File: config.mk
export PLATFORM = sky130hd
export DESIGN_NAME = sar_search_flat
export DESIGN_NICKNAME = d
export VERILOG_FILES = /design/src/rtl/sar_search_if.sv /design/src/rtl/sar_search.sv /design/src/flat_wrapper.sv
export SDC_FILE = /design/constraint.sdc
export NUM_CORES = 1
export LEC_CHECK = 0
export CORE_AREA = 2 2 54 56
export DETAILED_ROUTE_END_ITERATION = 10
export DIE_AREA = 0 0 56 58
export GPL_TIMING_DRIVEN = 0
export PLACE_DENSITY_LB_ADDON = 0.15
export SLEW_MARGIN = 20
export SYNTH_ARGS = -nofsm -noshare
export SYNTH_HDL_FRONTEND = slang
export SYNTH_SLANG_ARGS = --single-unit
export TNS_END_PERCENT = 20
File: constraint.sdc
create_clock -name Clock -period 5.64 [get_ports Clock]
set_input_delay 0.846 -clock Clock [delete_from_list [all_inputs] [get_ports Clock]]
set_output_delay 0.846 -clock Clock [all_outputs]
set_load 0.005 [all_outputs]
File: src/rtl/sar_search_if.sv
// Handshake and comparator bundle between a successive-approximation
// searcher and its surroundings (requester plus external comparator).
interface sar_search_if #(
    parameter int WIDTH = 4
);
    localparam int SW = $clog2(WIDTH) + 1;

    logic             Start;
    logic             Abort;
    logic             Eq;
    logic             Gt;
    logic [WIDTH-1:0] Guess;
    logic             Busy;
    logic             Done;
    logic [WIDTH-1:0] Result;
    logic             Found;
    logic [SW-1:0]    Steps;

    // Environment side: requests searches and answers comparisons.
    modport master (
        output Start, Abort, Eq, Gt,
        input  Guess, Busy, Done, Result, Found, Steps
    );

    // Searcher side.
    modport slave (
        input  Start, Abort, Eq, Gt,
        output Guess, Busy, Done, Result, Found, Steps
    );
endinterface

File: src/rtl/sar_search.sv
// Successive-approximation search: recovers an unknown operand X one bit per
// probe using an external comparator that reports X==Guess and X>Guess.
// An equality hit ends the search early.
module sar_search #(
    parameter int WIDTH = 4
) (
    input  logic        Clock,
    input  logic        Reset,
    sar_search_if.slave srch
);
    localparam int SW    = $clog2(WIDTH) + 1;
    localparam int IDX_W = (WIDTH > 1) ? $clog2(WIDTH) : 1;

    localparam logic [WIDTH-1:0] ONE = WIDTH'(1);
    localparam logic [WIDTH-1:0] MSB = ONE << (WIDTH - 1);

    typedef enum logic [1:0] {
        IDLE  = 2'd0,
        PROBE = 2'd1,
        DONE  = 2'd2
    } state_t;

    state_t           state;
    logic [WIDTH-1:0] guess;
    logic [WIDTH-1:0] partial;
    logic [IDX_W-1:0] idx;
    logic [WIDTH-1:0] result;
    logic             found;
    logic [SW-1:0]    steps;
    logic             busy;
    logic             done;

    // Partial value after the current probe: the trial bit is kept when X lies
    // above the guess (guess is partial with that bit set, so reuse it).
    logic [WIDTH-1:0] partial_upd;

    // Resolve the current trial bit from the comparator.
    always_comb begin
        partial_upd = partial;
        if (srch.Gt) begin
            partial_upd = guess;
        end
    end

    // Search controller with registered outputs.
    always_ff @(posedge Clock or posedge Reset) begin
        if (Reset) begin
            state   <= IDLE;
            guess   <= '0;
            partial <= '0;
            idx     <= '0;
            result  <= '0;
            found   <= 1'b0;
            steps   <= '0;
            busy    <= 1'b0;
            done    <= 1'b0;
        end else begin
            case (state)
                IDLE: begin
                    done <= 1'b0;
                    if (srch.Start) begin
                        state   <= PROBE;
                        busy    <= 1'b1;
                        guess   <= MSB;
                        partial <= '0;
                        idx     <= IDX_W'(WIDTH - 1);
                        steps   <= '0;
                        found   <= 1'b0;
                    end
                end
                PROBE: begin
                    if (srch.Abort) begin
                        state <= IDLE;
                        busy  <= 1'b0;
                    end else begin
                        steps <= steps + 1'b1;
                        if (srch.Eq) begin
                            result <= guess;
                            found  <= 1'b1;
                            state  <= DONE;
                            busy   <= 1'b0;
                            done   <= 1'b1;
                        end else if (idx != '0) begin
                            partial <= partial_upd;
                            guess   <= partial_upd | (ONE << (idx - 1'b1));
                            idx     <= idx - 1'b1;
                        end else begin
                            partial <= partial_upd;
                            result  <= partial_upd;
                            found   <= 1'b0;
                            state   <= DONE;
                            busy    <= 1'b0;
                            done    <= 1'b1;
                        end
                    end
                end
                DONE: begin
                    state <= IDLE;
                    done  <= 1'b0;
                end
                default: begin
                    state <= IDLE;
                    busy  <= 1'b0;
                    done  <= 1'b0;
                end
            endcase
        end
    end

    assign srch.Guess  = guess;
    assign srch.Busy   = busy;
    assign srch.Done   = done;
    assign srch.Result = result;
    assign srch.Found  = found;
    assign srch.Steps  = steps;
endmodule

File: src/flat_wrapper.sv
// flat-port wrapper written by rule: the top's interface ports become plain ports
module sar_search_flat 
#(
    parameter int WIDTH = 4
)
  (Clock, Reset, srch_Start, srch_Abort, srch_Eq, srch_Gt, srch_Guess, srch_Busy, srch_Done, srch_Result, srch_Found, srch_Steps);
  sar_search_if #(.WIDTH(WIDTH)) srch_i ();
  input  logic Clock;
  input  logic Reset;
  input wire logic [$bits(srch_i.Start)-1:0] srch_Start;
  input wire logic [$bits(srch_i.Abort)-1:0] srch_Abort;
  input wire logic [$bits(srch_i.Eq)-1:0] srch_Eq;
  input wire logic [$bits(srch_i.Gt)-1:0] srch_Gt;
  output wire logic [$bits(srch_i.Guess)-1:0] srch_Guess;
  output wire logic [$bits(srch_i.Busy)-1:0] srch_Busy;
  output wire logic [$bits(srch_i.Done)-1:0] srch_Done;
  output wire logic [$bits(srch_i.Result)-1:0] srch_Result;
  output wire logic [$bits(srch_i.Found)-1:0] srch_Found;
  output wire logic [$bits(srch_i.Steps)-1:0] srch_Steps;
  assign srch_i.Start = srch_Start;
  assign srch_i.Abort = srch_Abort;
  assign srch_i.Eq = srch_Eq;
  assign srch_i.Gt = srch_Gt;
  assign srch_Guess = srch_i.Guess;
  assign srch_Busy = srch_i.Busy;
  assign srch_Done = srch_i.Done;
  assign srch_Result = srch_i.Result;
  assign srch_Found = srch_i.Found;
  assign srch_Steps = srch_i.Steps;
  sar_search #(.WIDTH(WIDTH)) u_core (.Clock(Clock), .Reset(Reset), .srch(srch_i));
endmodule
# Yosys cells after proc, flatten, opt, wreduce, memory -nomap -nowiden
# Cells that the tools add are included.
# Widths: inputs -> output; s select.
[totals]
inputBits = 6
ff_bits = 22
output_inout_bits = 14
[op_classes]
reduce_logical = 11
n_mux = 38
add_sub_neg = 2
shift = 1
eq_ne = 9
bitwise_logic = 3
[op_table]
columns = ["cell", "count"]
rows = [
  ["$mux 4", 10],
  ["$mux 2", 8],
  ["$pmux 4 s2", 2],
  ["$mux 1", 11],
  ["$reduce_and 3->1", 3],
  ["$ne 2x2->1 const B", 4],
  ["$pmux 2 s2", 2],
  ["$reduce_and 4->1", 2],
  ["$mux 3", 2],
  ["$pmux 3 s2", 1],
  ["$reduce_and 5->1", 1],
  ["$ne 4x4->1 const B", 1],
  ["$or 4x4->4", 1],
  ["$reduce_and 2->1", 2],
  ["$reduce_bool 2->1", 2],
  ["$shl 1x2->4 const A", 1],
  ["$add 3x1->3 const B", 1],
  ["$ne 3x3->1 const B", 1],
  ["$pmux 1 s3", 1],
  ["$eq 2x1->1 const B", 1],
  ["$eq 2x2->1 const B", 1],
  ["$logic_not 2->1", 1],
  ["$ne 2x1->1 const B", 1],
  ["$not 1->1", 2],
  ["2 further kinds", 2],
]

# Logic depth before layout (Yosys ltp)
# Gate-level depths: netlist (run 1).
[depth]
depth_word = 7
ltp_mapped = 5

# Worst setup path before layout (run 1)
# OpenSTA, ideal clock, no wires.
[synth_path]
path_type = "input -> register"
from = "in srch_Abort"
to = "reg u_core.idx[1]"
required_ns = 5.515
t_arrival_ns = 2.035
path_buffers = 1
slack_ns = 3.480
path_stages = 4
path_cell_list = "buf_6 or4b_4 a21oi_4 mux2_4"
[synth_via]
elab_chain_cells = 2
[synth_rtl]
columns = ["element", "line_no", "rtl"]
rows = [
  ["start: declaration", "flat_wrapper.sv:11", "input wire logic [$bits(srch_i.Abort)-1:0] srch_Abort;"],
  ["$ne 2x2->1 (no line)", "-", ""],
  ["$reduce_and 5->1 (no line)", "-", ""],
  ["end signal: assignment", "sar_search.sv:66", "idx <= IDX_W'(WIDTH - 1);"],
  ["end signal: assignment", "sar_search.sv:86", "idx <= idx - 1'b1;"],
  ["end: declaration", "sar_search.sv:26", "logic [IDX_W-1:0] idx;"],
]
# Every way passes these cells.
# A chain may end at the register's enable or synchronous reset.

# Worst setup path after layout (run 1)
[layout_path]
from = "in srch_Eq"
to = "reg u_core.idx[1]"
[layout_via]
elab_chain_cells = 2
[layout_rtl]
columns = ["element", "line_no", "rtl"]
rows = [
  ["start: declaration", "flat_wrapper.sv:12", "input wire logic [$bits(srch_i.Eq)-1:0] srch_Eq;"],
  ["$ne 2x2->1 (no line)", "-", ""],
  ["$reduce_and 5->1 (no line)", "-", ""],
]
# Every way passes these cells.

==> results of run 1 <==
==> flip-flops by register name (all words and copies together), names as in the netlist <==
name,count
u_core.state,2
u_core.srch.Found,1
u_core.idx,2
u_core.partial,4
u_core.srch.Guess,4
u_core.srch.Steps,3
u_core.srch.Busy,1
u_core.srch.Done,1
u_core.srch.Result,4
==> layout by cell type, fill, tap and decap left out, drive strengths merged, types with 3 or more instances in the layout <==
cell type	netlist	final
a211oi	3	3
o21ai	5	5
nand2b	4	4
a2bb2oi	4	4
mux2i	4	4
nor2	4	4
a22o	4	4
nand2	6	6
clkbuf	2	6
a221oi	3	3
ha	6	6
inv	8	8
dfrtp	22	22
mux2	12	12
clkdlybuf4s50	0	18
==> metrics by stage <==
stage | hold slack (ns) | instances | cell area, um2 | util [%] | setup slack [ns]
2_1_floorplan | 0.474 | 109 | 1230 | - | 3.48
3_3_place_gp | 0.463 | 158 | 1450 | 54.4 | 2.89
3_5_place_dp | 0.469 | 158 | 1450 | 54.4 | 2.89
4_1_cts | 0.497 | 162 | 1480 | 55.7 | 3.22
5_1_grt | 0.505 | 162 | 1480 | 55.7 | 3.16
6_report | 0.500 | 162 | 1480 | 55.7 | 3.21
==> power by group through the flow <==
stage / Sequential (W) / Combinational, W / Clock [W]
final: 0.000225 / 0.000177 / 0.0000873
after floorplan: 0.000225 / 0.0000973 / 0
after CTS: 0.000225 / 0.000178 / 0.0000890
after detailed placement: 0.000228 / 0.000177 / 0
after global routing: 0.000231 / 0.000194 / 0.0000957
after global placement: 0.000228 / 0.000174 / 0
==> logic make-up (layout without fill, tap and decap cells) <==
family,Yosys count,after routing,synth area share (%)
fa+ha+maj,6,6,6.11
simple gates,24,24,11.2
buf+inv,12,34,4.38
mux,16,16,14.6
flops,22,22,44.8
compound gates,29,29,18.9
==> per-layer routing <==
layer	vias to the layer above	GRT usage (%)
li1	440	-
met1	467	21.4
met2	34	27.6
met3	9	2.68
met4	0	8.84
met5	-	0
==> final cells by class <==
cell class	count	area, um2
timing repair buffer	18	180
buffer	4	23.8
multi-input combinational	75	624
clock buffer	4	36.3
fill	250	1180
sequential	22	551
tap	31	38.8
inverter	8	30.0
==> worst reg2reg max path: cells and delay by family, from the launching register on <==
family | cells | cell delay, ns
AOI/OAI and AO/OA | 1 | 0.27
adders and majority gates | 1 | 0.24
buffers and inverters | 1 | 0.10
DFF | 1 | 0.42
muxes | 1 | 0.32
and+or+nand+nor | 1 | 0.55
==> how the worst max path moves through the flow <==
stage          slack (ns)       endpoint       start  depth (start not counted)
6_report             3.21  u_core.idx[1]     srch_Eq                          4
5_1_grt              3.16  u_core.idx[1]     srch_Eq                          4
4_1_cts              3.22  u_core.idx[1]     srch_Eq                          4
3_5_place_dp         2.89  u_core.idx[1]     srch_Eq                          4
3_3_place_gp         2.89  u_core.idx[1]     srch_Eq                          4
2_1_floorplan        3.48  u_core.idx[1]  srch_Abort                          4
==> flow_summary.toml, run 1 <==
[status]
run_status = "finished clean"

[routing]
detail_route.vias_per_cell = 5.86
route.met3.wl_um = 92
routed_wl_um = 2630
dr.pass1.iters = 4
wl_per_cell_um = 16.2
route.met2.wl_um = 1220
route.layer.met1.wl_um = 1240
route.detailed.drc = 0
drt-initial-drc-count = 27
ant_nets = 0
maxUsedRoutingLayer = "met4"
routed-via-count = 950

[placed_design]
weighted_congestion_at_the_end_of_routability_driven_global_placement = 0.818
buffer_ports.inserted = 18
dp_hpwl_um = 1860

[clock_network]
post_cts.resized_instances = 0
post_cts_hold_buffer_count = 0
clock_tree.htree_level_count = 1
cts_buffer_depth = 2
cts.repair_timing.setup_buffer_count = 0
root_buffer = "clkbuf_4"
cts_tree = "built"
insertion_delay_ns = 0.30
clk_pin_slew_worst_paths_ns = 0.12
clock_sinks = 22
tritoncts.num_buffers = 3

[power_and_ir_drop]
internal_power_w = 0.000339
irDropWorstVdd_v = 0.000239
clkPwrFrac_pct = 17.9
combinationalPowerShare_pct = 36.1
leakagePower_nw = 0.682
power.total_w = 0.000489
seqPwrFrac_pct = 46.0
power_per_cell_area_mw_per_mm2 = 330
netSwitchingFraction_pct = 30.6
power.net_switching_w = 0.000150

[worst_hold_path]
whs_path_depth = 1
hold_start = "u_core.srch.Done"
hold_path_class = "reg2reg"
hold_crit_endpoint = "u_core.srch.Done"

[synth]
synth_edf_count = 0
synth.ff_latch_count = 22
netlist.top_cell.by_area = "dfrtp_1"
yosys_warnings = 0
syn-instance-count = 109
part_of_the_yosys_area_used_for_sequential_elements_pct = 44.8
synth.area.top_cells = "dfrtp_1 (45%), mux2_2 (10%), ha_1 (6.1%), mux2i_1 (3.3%), a22o_1 (2.9%)"
netlist_top_cells_count = "dfrtp_1 (22), mux2_2 (11), inv_1 (8)"
synth_top_flop_cell = "dfrtp_1"
ys_types = 34
mappedNetlistArea_mm2 = 0.00123
async_reset_ff_share_pct = 100
yosys.cell_count.top_type = "dfrtp_1"
mean_syn_cell_area_um2 = 11.3
syn-num-nets = 121
synth_top_cell_area_share_pct = 44.8

[global_routing]
grt_usage_pct = 16.7
grt_pass1_vias = 943
first_pass_grt_wire_length_um = 4250
antenna_found_initial = 0
grt_overflow = 0
maximum_number_of_pins_on_one_net_before_global_route_repair = 23

[sta]
hold_viol = 0
period_minus_slack_ns = 2.43
worst_clock_skew_ns = 0.00150
report.final.setup_viol = 0
fmax_ghz = 0.411
setup_repair_after_global_routing_missed_its_margin = "false"
final_max_slew_viol_count = 0
least_margin_pin_slew_ns = 0.863
max-slew-margin-rel_pct = 42.4
finalSetupTns_ns = 0
min_period_over_period_pct = 43.2

[setup_path]
cp_top_family = "simple AND/OR/NAND/NOR gates"
end_kind = "flop"
critical_path_class = "in2reg"
setup.reg_to_reg.worst_slack_ns = 3.63
critical_path.cell_chain = "clkdlybuf4s50_1 -> or4b_4 -> a21oi_4 -> mux2_4"
worst_r2r_startpoint = "u_core.idx[0]"
start_kind = "input port"
buffers_and_inverters_on_the_worst_path = 1
reg2reg_depth = 5
crit_path_required_time_ns = 5.85
crit_arrival_ns = 2.64
worstPathMaxFanout = 7
slowest_delay_ns = 0.65
critPathSlowestCell = "or4b_4"
rr_endpoint = "u_core.idx[1]"

[die]
core_region_area_mm2 = 0.00266
cell_rows = 19
boundaryPins = 20
fp.dieH_um = 58
initial_core_util_pct = 46.1
die_footprint_mm2 = 0.00325
die_width_um = 56

[flow_run]
timing.max_cap.violations = 0

[finish]
n_antenna_cell = 0
nNetsFinal = 144
drive_above_1_share_pct = 16.0
area_growth_syn_to_layout_pct = 20.8
Power figures use the tool's default switching activity.
==> run 2, diff against run 1 <==
Clock period 5.64 ns to 2.37 ns, I/O delays scaled along.
==> results of run 2 <==
The final DEF is identical to that of run 1. Status: finished clean.
Main changes from that run: setup slack after placement 2.89 ns -> 0.115 ns; setup slack after layout 3.21 ns -> 0.362 ns; hold slack 0.500 ns -> 0.330 ns; start point of the critical path srch_Eq -> u_core.idx[0]; register-to-register setup slack 3.63 ns -> 0.36 ns; end point of the worst hold path u_core.srch.Done -> u_core.srch.Found; total power 0.000489 W -> 0.00116 W; worst IR drop on VDD 0.000239 V -> 0.000568 V
